==> src/rtl/reg_mem_pkg.sv <==
// Purpose : shared types and default parameter constants for the reg_mem_dp
//           register-array memory.
// Contents: state_e      - controller states (clear sweep, normal operation)
//           DEF_*        - default values for the reg_mem_dp parameters
package reg_mem_pkg;

    typedef enum logic {
        ST_CLEAR = 1'b0,
        ST_IDLE  = 1'b1
    } state_e;

    localparam int unsigned DEF_DATA_WIDTH = 8;
    localparam int unsigned DEF_ADDR_BITS  = 5;
    localparam int unsigned DEF_INIT_VALUE = 0;

endpackage : reg_mem_pkg

==> src/rtl/reg_mem_dp.sv <==
// Purpose : register-array memory with one write port and one registered
//           read port, plus a self-timed clear sequence.
//           After reset, or on request, the controller sweeps every word to
//           INIT_VALUE, one word per cycle. The ports are ignored during the
//           sweep.
// Ports   : clk      - clock; all state changes on the rising edge
//           rst      - synchronous active-high reset; starts a clear sweep
//           clr      - request to re-initialise the array (sampled in IDLE)
//           wr_en    - write strobe
//           wr_addr  - write address
//           wr_data  - write data
//           rd_en    - read strobe
//           rd_addr  - read address
//           rd_data  - registered read data; holds between reads
//           rd_valid - one-cycle pulse when rd_data is a fresh read result
//           busy     - high while the clear sweep runs
module reg_mem_dp
    import reg_mem_pkg::*;
#(
    parameter int unsigned DATA_WIDTH = DEF_DATA_WIDTH,
    parameter int unsigned ADDR_BITS  = DEF_ADDR_BITS,
    parameter int unsigned INIT_VALUE = DEF_INIT_VALUE
) (
    input  logic                  clk,
    input  logic                  rst,
    input  logic                  clr,
    input  logic                  wr_en,
    input  logic [ADDR_BITS-1:0]  wr_addr,
    input  logic [DATA_WIDTH-1:0] wr_data,
    input  logic                  rd_en,
    input  logic [ADDR_BITS-1:0]  rd_addr,
    output logic [DATA_WIDTH-1:0] rd_data,
    output logic                  rd_valid,
    output logic                  busy
);

    localparam int unsigned DEPTH = 2 ** ADDR_BITS;
    localparam logic [DATA_WIDTH-1:0] INIT_WORD = DATA_WIDTH'(INIT_VALUE);

    state_e                r_state;
    logic [ADDR_BITS-1:0]  r_clr_cnt;
    logic [DATA_WIDTH-1:0] r_mem [DEPTH];

    logic w_port_op;
    logic w_port_wr;
    logic w_port_rd;
    logic w_fwd;

    // Ports act only in IDLE, and a clear request drops any access in its cycle.
    assign w_port_op = (r_state == ST_IDLE) && !clr;
    assign w_port_wr = w_port_op && wr_en;
    assign w_port_rd = w_port_op && rd_en;
    // A write and a read to the same address return the new data (write-first).
    assign w_fwd     = wr_en && (wr_addr == rd_addr);

    // Controller: state, clear counter and registered outputs.
    always_ff @(posedge clk) begin
        if (rst) begin
            r_state   <= ST_CLEAR;
            r_clr_cnt <= '0;
            busy      <= 1'b1;
            rd_valid  <= 1'b0;
            rd_data   <= '0;
        end else begin
            rd_valid <= 1'b0;
            if (r_state == ST_CLEAR) begin
                r_clr_cnt <= r_clr_cnt + ADDR_BITS'(1);
                // Leave on the edge that clears the last word, so busy spans
                // exactly DEPTH cycles.
                if (&r_clr_cnt) begin
                    r_state <= ST_IDLE;
                    busy    <= 1'b0;
                end
            end else begin
                if (clr) begin
                    r_state   <= ST_CLEAR;
                    r_clr_cnt <= '0;
                    busy      <= 1'b1;
                end else if (w_port_rd) begin
                    rd_valid <= 1'b1;
                    rd_data  <= w_fwd ? wr_data : r_mem[rd_addr];
                end
            end
        end
    end

    // Storage: the clear sweep owns the write port while it runs.
    always_ff @(posedge clk) begin
        if (!rst) begin
            if (r_state == ST_CLEAR) begin
                r_mem[r_clr_cnt] <= INIT_WORD;
            end else if (w_port_wr) begin
                r_mem[wr_addr] <= wr_data;
            end
        end
    end

endmodule : reg_mem_dp

==> config.mk <==
export PLATFORM = sky130hd
export DESIGN_NAME = reg_mem_dp
export DESIGN_NICKNAME = d
export VERILOG_FILES = /design/src/rtl/reg_mem_pkg.sv /design/src/rtl/reg_mem_dp.sv
export SDC_FILE = /design/constraint.sdc
export NUM_CORES = 1
export LEC_CHECK = 0
export ABC_CLOCK_PERIOD_IN_PS = 5550
export CORE_MARGIN = 1
export CORE_UTILIZATION = 65
export CTS_CLUSTER_DIAMETER = 30
export DETAILED_ROUTE_END_ITERATION = 10
export PLACE_DENSITY_LB_ADDON = 0.3
export SETUP_SLACK_MARGIN = 0.15
export SYNTH_ARGS = -nofsm -noshare
export SYNTH_HDL_FRONTEND = slang
export SYNTH_SLANG_ARGS = --single-unit
==> constraint.sdc <==
create_clock -name clk -period 5.55 [get_ports clk]
set_clock_uncertainty 0.05 [all_clocks]
set_input_delay 0.555 -clock clk [delete_from_list [all_inputs] [get_ports clk]]
set_output_delay 0.555 -clock clk [all_outputs]
set_load 0.01 [all_outputs]
==> impl_metrics.tcl <==
set metrics [dict create \
    grt_max_degree 46 \
    crit_type "input pin to register" \
    cts_setup_buffers 0 \
    first_pass_iters 5 \
    synth_area_sq_um 10900 \
    synth_enable_flop_cells 256 \
    die_area_sq_um 17300 \
    cpMaxStageDelayCell "buf_2" \
    n_antenna_cell 0 \
    cts_tree "yes" \
    syn-mean-instance-area_sq_um 19.6 \
    yosysUniqueCellTypes 43 \
    track_usage_pct 30.4 \
    synth-seq-cells 272 \
    detail_route.wirelength_um 24900 \
    critPathLaunchType "input pin" \
    top_usage_layer "met2" \
    crit_family "buffers and inverters" \
    cts_made_buffers 40 \
    path_max_fanout 45 \
    crit_arrival_ps 3700 \
    vias 5850 \
    hp-class "register to register" \
    first_global_vias 6160 \
    setup_viol 0 \
    port_buffers 32 \
    cts_sinks 272 \
    fin_util_pct 79.7 \
    drive_gt1_share_pct 26.6 \
    ys_async_sr_fraction_pct 0 \
    clk_pin_slew_ps 50 \
    place_congestion 0.876 \
    max_freq_mhz 298 \
    status "finished, final reports clean" \
    finalHoldViolCount 0 \
    use_met2_pct 49.1 \
    dp_hpwl_um 14100 \
    grt_util_met3_pct 5.94 \
    synth_warnings 0 \
    synth_ff_type "edfxtp_1" \
    wire_per_inst_um 28.9 \
    tightest_slew_ps 1190 \
    dieWidth_um 131 \
    cts_hold_buf 0 \
    cts_root_buf "clkbuf_16" \
    cp.required_ps 5890 \
    final_cells 862 \
    htreeDepth 2 \
    p_per_area_nw_per_um2 388 \
    drv_slew 0 \
    fin_setup_tns_ps 0 \
    drcViolationCount 0 \
    ant_nets 0 \
    max-slew-margin-rel_pct 20.4 \
    use_met1_pct 41.2 \
    drt_iter0_drc 734 \
    die_h_um 131 \
    dp_cells 790 \
    p_leak_nw 4.27 \
    syn_to_final_growth_pct 18.0 \
    io_pins 33 \
    initial_core_util_pct 67.5 \
    irDropWorstVdd_mv 0.416 \
    overflow 0 \
    syn_nets 579 \
    antenna_found_initial 0 \
    synthCells 554 \
    crit_buf_inv 2 \
    period_needed_ps 3350 \
    core_sq_um 16100 \
    worst_skew_pair.late_latency_ps 530 \
    timing.hold.ws_ps 461 \
    ctsResizeCount 0 \
    placementRows 46 \
    grt_pass1_wl_um 37500 \
    rsz0062_at_grt "no" \
    finalCritPeriodShare_pct 60.4 \
    worst_path_largest_cell_delay_ps 830 \
    synth.yosys.seq_area_share_pct 73.6 \
    clock_path_buffers 3 \
    crit_chain "buf_2 > buf_4 > mux4_2 > mux2i_1 > o22ai_1 > a221oi_1 > nor2_1 > a221o_1" \
    worst_setup_path_end_kind "register" \
    max_cap_viol_count 0 \
    final_nets 641 \
    viasPerCell 6.79 \
]
## path summary, 6_finish.rpt
check,startpoint,endpoint,slack (ps),cells after the start
max,rd_addr[1],rd_data[6],2200,8
min,rd_data[5],rd_data[5],460,1
max reg2reg,r_state,r_mem[29][2],2490,6
min reg2reg,rd_data[5],rd_data[5],460,1
## cell families (layout without fill, tap and decap cells)
kind of cell    after synthesis  after routing  share of synthesized area, %
compound gates               42             42                          3.08
xor+xnor                      7              7                         0.632
fa+ha+maj                     2              2                         0.230
buf+inv                      28            120                          1.16
flops                       272            272                          73.6
mux                          99             99                          16.8
simple gates                104            104                          4.56
## power breakdown
| part | leakage, nW | internal (mW) | total, mW | switching [mW] |
|---|---|---|---|---|
| Clock | 0.671 | 1.59 | 2.55 | 0.956 |
| Sequential | 2.55 | 2.23 | 2.23 | 0.00714 |
| Combinational | 1.05 | 0.0944 | 0.197 | 0.103 |
| Total | 4.27 | 3.91 | 4.98 | 1.07 |
## metrics by stage
step / power (mW) / instance area, sq um / worst slack [ps]
final: 4.98 / 12800 / 2200
after global routing: 5.09 / 12800 / 2160
after CTS: 4.99 / 12800 / 2270
after detailed placement: 2.46 / 11500 / 1910
after global placement: 2.46 / 11500 / 2010
after floorplan: 2.40 / 10900 / 2970
## Yosys cell counts (2+ instances only)
master	count	area share [%]
a21oi_1	6	0.28
a221o_1	9	0.83
a221oi_1	7	0.56
a31oi_1	2	0.11
and2_1	9	0.52
and3_1	2	0.11
buf_1	3	0.10
buf_2	8	0.37
clkbuf_1	14	0.48
dfxtp_1	16	2.9
edfxtp_1	256	71
ha_1	2	0.23
mux2_2	16	1.7
mux2i_1	18	1.7
mux4_2	64	13
nand2_1	17	0.59
nand2b_1	5	0.29
nand3_1	3	0.14
nand3b_1	6	0.41
nor2_1	49	1.7
nor2b_1	5	0.29
nor3_1	2	0.092
o21ai_0	3	0.14
o22a_1	2	0.16
o22ai_1	8	0.46
xnor2_1	5	0.40
## placed cells by master, fill, tap and decap left out, types with 6 or more instances in the layout
cell / netlist / routed
edfxtp_1: 256 / 256
mux4_2: 64 / 64
nor2_1: 49 / 49
clkbuf_16: 0 / 41
clkdlybuf4s50_1: 0 / 29
mux2i_1: 18 / 18
nand2_1: 17 / 17
mux2_2: 16 / 16
dfxtp_1: 16 / 16
buf_4: 1 / 16
and2_1: 9 / 9
a221o_1: 9 / 9
o22ai_1: 8 / 8
a221oi_1: 7 / 7
nand3b_1: 6 / 6
a21oi_1: 6 / 6
clkinv_2: 0 / 6
## registers in the layout, indices dropped and copies added, names as in the netlist
name,count
busy,1
r_clr_cnt,5
r_state,1
rd_valid,1
r_mem,256
rd_data,8
## routing by layer
| layer | up-vias | routed length, um |
|---|---|---|
| met2 | 375 | 12400 |
| met1 | 2982 | 9300 |
| met4 | 0 | 968 |
| li1 | 2411 | - |
| met3 | 82 | 2310 |
| met5 | - | 0 |
## cell type report
type | instances | area [sq um]
clock inverter | 28 | 314
timing repair buffer | 47 | 420
multi-input combinational | 254 | 2770
tap | 216 | 270
clock buffer | 44 | 1060
inverter | 1 | 3.75
sequential | 272 | 8010
fill | 803 | 3280
Power figures use the tool's default switching activity.
